### src/rtl/control_sequencer.sv
// Mini SRC control unit: fetch T0-T2, then an opcode-specific execute
// sequence T3-T7. All control outputs are decoded from registered state.
module control_sequencer #(
    parameter int OP_W            = 5,
    parameter int HALT_ON_ILLEGAL = 0
) (
    input  logic            clk,
    input  logic            rst,
    input  logic [OP_W-1:0] opcode,
    output logic            run,
    output logic            PCout,
    output logic            Zhighout,
    output logic            Zlowout,
    output logic            MDRout,
    output logic            HIout,
    output logic            LOout,
    output logic            InPortout,
    output logic            Yout,
    output logic            Baout,
    output logic            Cout,
    output logic            Rout_in,
    output logic            MARin,
    output logic            MDRin,
    output logic            PCin,
    output logic            IRin,
    output logic            Yin,
    output logic            HIin,
    output logic            LOin,
    output logic            ZIn,
    output logic            R_enableIn,
    output logic            enableOutPort,
    output logic            IncPC,
    output logic            Read,
    output logic            RAMin,
    output logic            RAMrd,
    output logic            GRA,
    output logic            GRB,
    output logic            GRC
);

    typedef enum logic [3:0] {
        S_RESET, S_T0, S_T1, S_T2, S_T3, S_T4, S_T5, S_T6, S_T7, S_HALT
    } state_t;

    typedef enum logic [3:0] {
        C_LD, C_LDI, C_ST, C_ALU, C_IMM, C_MD,
        C_OUT, C_MFHI, C_MFLO, C_IN, C_NOP, C_HALT
    } cls_t;

    state_t state, next_state;
    cls_t   op_cls, cls_q, exec_cls;

    // Group opcodes into classes that share an execute sequence.
    function automatic cls_t decode(input logic [OP_W-1:0] op);
        case (op)
            OP_W'(5'b00000): return C_LD;
            OP_W'(5'b00001): return C_LDI;
            OP_W'(5'b00010): return C_ST;
            OP_W'(5'b00011), OP_W'(5'b00100),
            OP_W'(5'b00101), OP_W'(5'b00110): return C_ALU;
            OP_W'(5'b01100), OP_W'(5'b01101),
            OP_W'(5'b01110): return C_IMM;
            OP_W'(5'b01111), OP_W'(5'b10000): return C_MD;
            OP_W'(5'b10101): return C_IN;
            OP_W'(5'b10110): return C_OUT;
            OP_W'(5'b10111): return C_MFHI;
            OP_W'(5'b11000): return C_MFLO;
            OP_W'(5'b11001): return C_NOP;
            OP_W'(5'b11010): return C_HALT;
            default: return (HALT_ON_ILLEGAL != 0) ? C_HALT : C_NOP;
        endcase
    endfunction

    assign op_cls = decode(opcode);
    // The opcode is only looked at in T3; later steps use the latched class.
    assign exec_cls = (state == S_T3) ? op_cls : cls_q;

    // State register; reset wins over every state, including mid-instruction.
    always_ff @(posedge clk) begin
        if (!rst) state <= S_RESET;
        else      state <= next_state;
    end

    // Latch the instruction class at the end of T3 for the remaining steps.
    always_ff @(posedge clk) begin
        if (state == S_T3) cls_q <= op_cls;
    end

    // Next-state: fetch is common, execute length depends on the class.
    always_comb begin
        next_state = state;
        case (state)
            S_RESET: next_state = S_T0;
            S_T0:    next_state = S_T1;
            S_T1:    next_state = S_T2;
            S_T2:    next_state = S_T3;
            S_T3: begin
                case (exec_cls)
                    C_HALT: next_state = S_HALT;
                    C_OUT, C_MFHI, C_MFLO, C_IN, C_NOP: next_state = S_T0;
                    default: next_state = S_T4;
                endcase
            end
            S_T4:    next_state = S_T5;
            S_T5:    next_state = (exec_cls == C_LD || exec_cls == C_ST || exec_cls == C_MD)
                                  ? S_T6 : S_T0;
            S_T6:    next_state = (exec_cls == C_MD) ? S_T0 : S_T7;
            S_T7:    next_state = S_T0;
            S_HALT:  next_state = S_HALT;
            default: next_state = S_RESET;
        endcase
    end

    // Moore output decode; everything defaults low, one bus driver at most.
    always_comb begin
        run = 1'b0;
        PCout = 1'b0; Zhighout = 1'b0; Zlowout = 1'b0; MDRout = 1'b0;
        HIout = 1'b0; LOout = 1'b0; InPortout = 1'b0; Yout = 1'b0;
        Baout = 1'b0; Cout = 1'b0; Rout_in = 1'b0;
        MARin = 1'b0; MDRin = 1'b0; PCin = 1'b0; IRin = 1'b0; Yin = 1'b0;
        HIin = 1'b0; LOin = 1'b0; ZIn = 1'b0; R_enableIn = 1'b0; enableOutPort = 1'b0;
        IncPC = 1'b0; Read = 1'b0; RAMin = 1'b0; RAMrd = 1'b0;
        GRA = 1'b0; GRB = 1'b0; GRC = 1'b0;
        run = (state != S_RESET) && (state != S_HALT);
        case (state)
            S_T0: begin PCout = 1'b1; MARin = 1'b1; IncPC = 1'b1; RAMrd = 1'b1; end
            S_T1: begin RAMrd = 1'b1; Read = 1'b1; MDRin = 1'b1; end
            S_T2: begin MDRout = 1'b1; IRin = 1'b1; end
            S_T3: begin
                case (exec_cls)
                    C_LD, C_LDI, C_ST: begin GRB = 1'b1; Baout = 1'b1; Yin = 1'b1; end
                    C_ALU, C_IMM:      begin GRB = 1'b1; Rout_in = 1'b1; Yin = 1'b1; end
                    C_MD:              begin GRA = 1'b1; Rout_in = 1'b1; Yin = 1'b1; end
                    C_OUT:  begin GRA = 1'b1; Rout_in = 1'b1; enableOutPort = 1'b1; end
                    C_MFHI: begin GRA = 1'b1; R_enableIn = 1'b1; HIout = 1'b1; end
                    C_MFLO: begin GRA = 1'b1; R_enableIn = 1'b1; LOout = 1'b1; end
                    C_IN:   begin GRA = 1'b1; R_enableIn = 1'b1; InPortout = 1'b1; end
                    default: ;
                endcase
            end
            S_T4: begin
                case (exec_cls)
                    C_ALU: begin GRC = 1'b1; Rout_in = 1'b1; ZIn = 1'b1; end
                    C_MD:  begin GRB = 1'b1; Rout_in = 1'b1; ZIn = 1'b1; end
                    default: begin Cout = 1'b1; ZIn = 1'b1; end
                endcase
            end
            S_T5: begin
                Zlowout = 1'b1;
                case (exec_cls)
                    C_LD:    begin MARin = 1'b1; RAMrd = 1'b1; end
                    C_ST:    MARin = 1'b1;
                    C_MD:    LOin = 1'b1;
                    default: begin GRA = 1'b1; R_enableIn = 1'b1; end
                endcase
            end
            S_T6: begin
                case (exec_cls)
                    C_LD:    begin RAMrd = 1'b1; Read = 1'b1; MDRin = 1'b1; end
                    C_ST:    begin GRA = 1'b1; Rout_in = 1'b1; MDRin = 1'b1; end
                    default: begin Zhighout = 1'b1; HIin = 1'b1; end
                endcase
            end
            S_T7: begin
                if (exec_cls == C_ST) RAMin = 1'b1;
                else begin MDRout = 1'b1; GRA = 1'b1; R_enableIn = 1'b1; end
            end
            default: ;
        endcase
    end

endmodule
### config.mk
export PLATFORM = sky130hd
export DESIGN_NAME = control_sequencer
export DESIGN_NICKNAME = d
export VERILOG_FILES = /design/src/rtl/control_sequencer.sv
export SDC_FILE = /design/constraint.sdc
export NUM_CORES = 1
export LEC_CHECK = 0
export CORE_ASPECT_RATIO = 0.6
export CORE_UTILIZATION = 46
export DETAILED_ROUTE_END_ITERATION = 10
export MAX_ROUTING_LAYER = met4
export PLACE_DENSITY_LB_ADDON = 0.3
export SYNTH_ARGS = -nofsm -noshare
export SYNTH_HDL_FRONTEND = slang
export SYNTH_SLANG_ARGS = --single-unit
### constraint.sdc
create_clock -name clk -period 2.3 [get_ports clk]
set_clock_uncertainty 0.1 [all_clocks]
set_input_delay 0.345 -clock clk [delete_from_list [all_inputs] [get_ports clk]]
set_output_delay 0.345 -clock clk [all_outputs]
set_load 0.02 [all_outputs]
==> results.py, run 1 <==
metrics = {
    "sta": {
        "worstEndpointGrtRepair": "GRA",
        "worstEndpointType": "primary output",
    },
    "cts": {
        "cts_buffers": 3,
        "cts_buffer_depth": 2,
        "cts_hold_repair.buffers": 0,
        "htree_levels": 1,
        "cts-root-buf": "clkbuf_8",
        "cts_sinks": 8,
    },
    "logic_synthesis": {
        "ys_async_sr_fraction": 0,
        "synth_area_mm2": 0.00107,
        "synthAdderAreaFrac": 0,
        "synthMuxAreaShare": 0.0198,
        "synth_top_cell_area_share": 0.149,
        "avgSynthCellArea_um2": 6.68,
        "yosysWarningCount": 0,
        "synth_top_family_by_area": "simple AND/OR/NAND/NOR gates",
        "yosysSeqAreaShare": 0.149,
        "ys_top_cells_by_area": "dfxtp_1, nor2_1, a21oi_1",
        "ys.flop_type": "dfxtp_1",
        "synth_cells": 161,
        "synth_compound_area_frac": 0.328,
        "synthDistinctLibCells": 55,
        "synth_edf_count": 0,
        "yosys.area.top_type": "dfxtp_1",
        "synth-simple-area-share": 0.400,
        "ys_seq_elements": 8,
        "synthXorXnorAreaFrac": 0,
    },
    "placed_design": {
        "dpl.cell_count": 267,
        "gp_congestion": 0.915,
        "dpl-instance-area_mm2": 0.00184,
        "hpwlAfterDp_um": 3230,
        "portBuffers": 33,
        "post-place-ws_ps": -1100,
    },
    "floorplanning": {
        "die_x_um": 64.4,
        "die_y_um": 39.4,
        "initial_core_util": 0.493,
        "row_count": 13,
        "io_pins": 36,
    },
    "run_status": {
        "outcome": "did not finish",
        "stop_stage": "global routing (5_1_grt)",
        "error": "[ERROR DPL-0038] Utilization greater than 100%, impossible to legalize",
    },
    "global_route": {
        "grt_max_degree": 16,
    },
}
[cells in the mapped netlist, drive strengths merged, types with 2 or more instances]
library cell  count
o2111ai           2
nor2             21
o31a              2
clkbuf            8
nor4bb            2
a21oi            11
inv               6
and2              2
nand2            12
nand3b            4
o21ai             9
dfxtp             8
a31oi             3
nor3              7
buf               7
nor2b             7
a211oi            2
nand3             5
o22ai             2
o21a              3
nand2b            7
or2               3
nor3b             3
[logic make-up after synthesis]
group,count (synthesis)
AO/OA/AOI/OAI,48
buffers and inverters,22
flip-flops,8
multiplexers,2
other,1
AND/OR/NAND/NOR,80
[timing repair]
| action | in CTS |
|---|---|
| resized for setup | 160 |
| setup buffers | 9 |
| endpoints found under the hold margin | 0 |
| pin swaps | 18 |
| setup endpoints to repair | 29 |
[per-stage QoR]
step	TNS, ps	utilization
4_1_cts	-2550	0.957
3_3_place_gp	-16330	0.846
2_1_floorplan	0	-
3_5_place_dp	-17460	0.846
==> inputs of run 2 (changes only) <==
CORE_AREA = 2 2 63 65   (was not set)
CORE_ASPECT_RATIO = not set   (was 0.6)
CORE_UTILIZATION = not set   (was 46)
DIE_AREA = 0 0 65 67   (was not set)
MAX_ROUTING_LAYER = not set   (was met4)
PLACE_DENSITY_LB_ADDON = 0.15   (was 0.3)
==> run 2 against run 1 <==
  * The flow now finishes, with violations (setup timing)
  * Synthesized area unchanged
  * Synthesized cell count unchanged
==> results.py, run 2 <==
metrics = {
    "logic_synthesis": {
        "avgSynthCellArea_um2": 6.68,
        "ys_seq_elements": 8,
        "yosysMostFrequentCell": "nor2_1",
        "ys_top_cells_by_area": "dfxtp_1, nor2_1, a21oi_1",
        "synthTopCellsByCount": "nor2_1, nand2_1, a21oi_1",
        "synth_top_family_by_area": "simple AND/OR/NAND/NOR gates",
        "ys_async_sr_fraction": 0,
        "synth-simple-area-share": 0.400,
        "synthDistinctLibCells": 55,
        "yosysSeqAreaShare": 0.149,
        "synth_area_mm2": 0.00107,
        "yosys.area.top_type": "dfxtp_1",
        "synthMuxAreaShare": 0.0198,
        "synth_compound_area_frac": 0.328,
        "synth_top_cell_area_share": 0.149,
        "synth_edf_count": 0,
        "yosysWarningCount": 0,
        "synthAdderAreaFrac": 0,
        "synth_cells": 161,
        "synthXorXnorAreaFrac": 0,
        "ys.flop_type": "dfxtp_1",
    },
    "setup_path": {
        "worstPathArrival_ps": 2080,
        "cp-end-kind": "output pin",
        "startpoint_type": "register",
        "worst-setup-path-type": "register to output pin",
        "crit_required_ps": 1860,
        "crit_fanout": 8,
    },
    "sta": {
        "finalHoldViolCount": 0,
        "finalCritPeriodShare": 1.10,
        "period_minus_slack_ps": 2520,
        "tns_ps": -2170,
        "slew_viol_final": 0,
        "rsz0062_at_grt": "yes",
        "tightest_slew_ps": 523,
        "layout_setup_ws_ps": -222,
        "finalSetupViolations": 16,
        "fin_hold_ws_ps": 546,
        "fmax_ghz": 0.397,
        "maxSlewHeadroom": 0.648,
    },
    "cts": {
        "cts-root-buf": "clkbuf_8",
        "cts_tree": "yes",
        "clk_latency_ps": 230,
        "cts_hold_repair.buffers": 0,
        "cts_buffer_depth": 2,
        "cts_buffers": 3,
        "clk_pin_slew_ps": 40,
        "htree_levels": 1,
        "cts_sinks": 8,
    },
    "global_route": {
        "grt_pass1_wl_um": 7150,
        "track_usage": 0.207,
        "grt_pass1_vias": 1542,
        "grt_max_degree": 16,
        "antenna_found_initial": 0,
        "gr-total-overflow": 0,
    },
    "power_and_ir_drop": {
        "pwr-share-clk": 0.141,
        "internal-power_uw": 722,
        "cellLeakagePower_uw": 0.00102,
        "switching_share": 0.406,
        "power_switching_uw": 493,
        "powerDensity_mw_per_mm2": 548,
        "ir_drop_mv": 0.520,
        "seq_power_share": 0.176,
        "p_comb_frac": 0.683,
    },
    "floorplanning": {
        "die_y_um": 67,
        "io_pins": 36,
        "die-area_mm2": 0.00436,
        "die_x_um": 65,
        "core_mm2": 0.00361,
        "initial_core_util": 0.298,
        "row_count": 22,
    },
    "route": {
        "wl_per_cell_um": 14.8,
        "routed_wl_um": 4400,
        "drc": 0,
        "avgViaCountPerCell": 5.20,
        "detail-route-antenna-nets": 0,
        "drt_iter0_markers": 80,
        "vias": 1550,
        "dr.pass1.iters": 4,
    },
    "run": {
        "cap_viol_max_count": 0,
    },
    "finish": {
        "layout_common_cells": "buf_4, nor2_1, buf_6",
        "drive_gt1_frac": 0.576,
        "n_antenna_cell": 0,
        "reg_top3": "cls_q x4, state x4",
        "syn2layout_area_growth_pct": 106,
        "final_nets": 259,
        "layout_commonest_cell": "buf_4",
    },
    "min_path": {
        "hold_path.class": "register to register",
    },
    "run_status": {
        "violations": "setup timing",
        "outcome": "finished, violations left",
    },
    "placed_design": {
        "portBuffers": 33,
        "gp_congestion": 0.897,
        "hpwlAfterDp_um": 2980,
    },
}
run 2: cell counts after synthesis:
Identical to the previous run, type by type.
run 2: final cells by class:
type                       count  area [µm²]
tap                           48        60.1
multi-input combinational    132        1080
timing repair buffer         100         832
fill                         333        1390
inverter                       7        41.3
sequential                     8         160
clock buffer                   3        41.3
run 2: power groups by stage:
| stage | Combinational [µW] | Clock (µW) | Sequential [µW] |
|---|---|---|---|
| after floorplan | 317 | 0 | 205 |
| after CTS | 752 | 173 | 206 |
| after global routing | 893 | 179 | 217 |
| after global placement | 633 | 0 | 203 |
| after detailed placement | 639 | 0 | 205 |
| final | 830 | 171 | 214 |
run 2: per-stage QoR:
step	utilization	setup slack [ps]	cell area, µm²	instances	power, µW
2_1_floorplan	-	8.46	1120	162	522
3_3_place_gp	0.511	-1000	1840	282	836
3_5_place_dp	0.511	-1060	1840	282	843
4_1_cts	0.587	-214	2120	296	1130
5_1_grt	0.615	-294	2220	298	1290
6_report	0.615	-222	2220	298	1220
run 2: critical path, stage by stage, from the launching register on:
cell and delay (ps):
dfxtp_1 300, or4b_4 580, nand2_1 120, o31a_4 210
clkinv_8 90, or2_1 250, a21oi_2 140, buf_4 150
run 2: worst paths after layout:
path                                           from                  end  slack (ps)  cells after the start
worst max register to register  state[3]$_SDFF_PN0_  state[2]$_SDFF_PN0_          70                      8
worst max-delay path            state[3]$_SDFF_PN0_                 Read        -220                      7
worst min-delay path            state[3]$_SDFF_PN0_  state[1]$_SDFF_PN0_         550                      2
worst min register to register  state[3]$_SDFF_PN0_  state[1]$_SDFF_PN0_         550                      2
run 2: per-layer routing:
metal,global-route usage,up-vias,share of wire
li1,-,767,-
met5,0,-,0
met1,0.261,752,0.44
met3,0.0135,4,0.021
met2,0.383,27,0.53
met4,0.0479,0,0.0061
run 2: logic make-up after synthesis:
family                 after synthesis
DFF                                  8
and+or+nand+nor                     80
buffers and inverters               22
AOI/OAI and AO/OA                   48
other                                1
muxes                                2
run 2: what timing repair did:
item,CTS,global route
buffers inserted,10,3
resized for setup,168,26
gates cloned,1,0
setup endpoints to repair,29,21
pin swaps,15,8
(Power assumes the default switching activity.)
==> inputs of run 3 (changes only) <==
SKIP_CTS_REPAIR_TIMING = 1   (was not set)
==> run 3 against run 2 <==
  * The run still ends with setup timing left
  * Largest cell class unchanged
  * Worst hold slack got worse by 0.88 ps
  * Die area did not move
  * Core utilization rose by 0.97 points
==> results.py, run 3 (synthesis gave the netlist of run 2 again) <==
metrics = {
    "global_route": {
        "gr-total-overflow": 0,
        "grt_max_degree": 16,
        "grt_pass1_vias": 1448,
        "grt_pass1_wl_um": 6330,
        "antenna_found_initial": 0,
        "track_usage": 0.183,
    },
    "finish": {
        "drive_gt1_frac": 0.550,
        "multi_input_area_mm2": 0.00107,
        "syn2layout_area_growth_pct": 110,
        "final_util": 0.625,
        "fillers": 330,
        "seqCellArea_um2": 161,
        "reg_top3": "cls_q x4, state x4",
        "layout_commonest_cell": "buf_4",
        "n_antenna_cell": 0,
        "layout_common_cells": "buf_4, buf_6, nor2_1",
        "final_nets": 258,
    },
    "sta": {
        "tightest_slew_ps": 517,
        "rsz0062_at_grt": "yes",
        "slew_viol_final": 0,
        "fmax_ghz": 0.393,
        "period_minus_slack_ps": 2550,
        "maxSlewHeadroom": 0.652,
        "layout_setup_ws_ps": -245,
        "finalCritPeriodShare": 1.11,
        "finalSetupViolations": 15,
        "finalHoldViolCount": 0,
        "tns_ps": -2310,
    },
    "run_status": {
        "violations": "setup timing",
        "outcome": "finished, violations left",
    },
    "run": {
        "cap_viol_max_count": 0,
    },
    "floorplanning": {
        "io_pins": 36,
        "die_x_um": 65,
        "die_y_um": 67,
        "row_count": 22,
        "initial_core_util": 0.298,
        "die-area_mm2": 0.00436,
        "core_mm2": 0.00361,
    },
    "min_path": {
        "worstHoldPathCells": 4,
        "hold_path.class": "primary input to register",
    },
    "cts": {
        "cts_buffers": 3,
        "clk_latency_ps": 230,
        "cts_buffer_depth": 2,
        "cts-root-buf": "clkbuf_8",
        "htree_levels": 1,
        "cts_sinks": 8,
        "clk_pin_slew_ps": 40,
        "cts_tree": "yes",
    },
    "route": {
        "vias": 1540,
        "wl_per_cell_um": 14.6,
        "drt_iter0_markers": 86,
        "routed_wl_um": 4330,
        "avgViaCountPerCell": 5.19,
        "dr.pass1.iters": 4,
        "detail-route-antenna-nets": 0,
        "drc": 0,
    },
    "setup_path": {
        "cp-end-kind": "output pin",
        "crit_fanout": 8,
        "worstPathArrival_ps": 2100,
        "startpoint_type": "register",
        "worstRegToRegCells": 8,
        "crit_required_ps": 1860,
        "worst-setup-path-type": "register to output pin",
    },
    "power_and_ir_drop": {
        "powerDensity_mw_per_mm2": 547,
        "p_total_uw": 1230,
        "ir_drop_mv": 0.495,
        "cellLeakagePower_uw": 0.00112,
    },
    "placed_design": {
        "portBuffers": 33,
        "gp_congestion": 0.897,
        "hpwlAfterDp_um": 2980,
    },
}
## run 3: cell count changes in the layout (fill, tap and decap cells not counted), sizes merged
| cell | change |
|---|---|
| dlygate4sd2 | -7 |
| clkinv | -1 |
| buf | -3 |
| inv | +1 |
| clkbuf | +1 |
| dlymetal6s2s | +8 |
## run 3: layout make-up
cell class / count / area share
multi-input cells: 132 / 0.477
flip-flops and latches: 8 / 0.0716
well taps: 48 / 0.0267
repair buffers: 99 / 0.391
clock buffers: 3 / 0.0183
inverters: 7 / 0.0150
## run 3: worst max-delay path: stages (launching register included)
cell and delay (ps):
dfxtp_1 300, or4b_4 580, buf_4 170, nand2_2 60
o31a_4 200, inv_8 60, or2_1 220, a21oi_2 140
buf_6 130
## run 3: path summary, 6_finish.rpt
check | startpoint | end | slack, ps
setup / recovery | state[3]$_SDFF_PN0_ | Read | -250
hold / removal | opcode[4] | state[3]$_SDFF_PN0_ | 550
setup reg to reg | state[3]$_SDFF_PN0_ | state[2]$_SDFF_PN0_ | 40
hold reg to reg | state[3]$_SDFF_PN0_ | state[1]$_SDFF_PN0_ | 560
## run 3: per-stage QoR
stage	hold slack, ps	area (µm²)	cells	worst slack [ps]
5_1_grt	580	2250	297	-286
6_report	545	2250	297	-245
2_1_floorplan	381	1120	162	8.46
4_1_cts	526	1880	285	-1080
3_5_place_dp	516	1840	282	-1060
3_3_place_gp	509	1840	282	-1000
## run 3: where the power goes
group          total, µW  switching, µW  internal [µW]  leakage (µW)
sequential           217           39.8            177     0.0000669
clock                169           55.5            113     0.0000216
combinational        847            401            446       0.00103
## run 3: per-layer routing
layer | wire, µm | track usage | share of wire | vias to the layer above
met3 | 156 | 0.0203 | 0.036 | 4
met5 | 0 | 0 | 0 | -
li1 | - | - | - | 767
met2 | 2230 | 0.320 | 0.52 | 29
met1 | 1920 | 0.235 | 0.44 | 740
met4 | 26 | 0.0559 | 0.0060 | 0
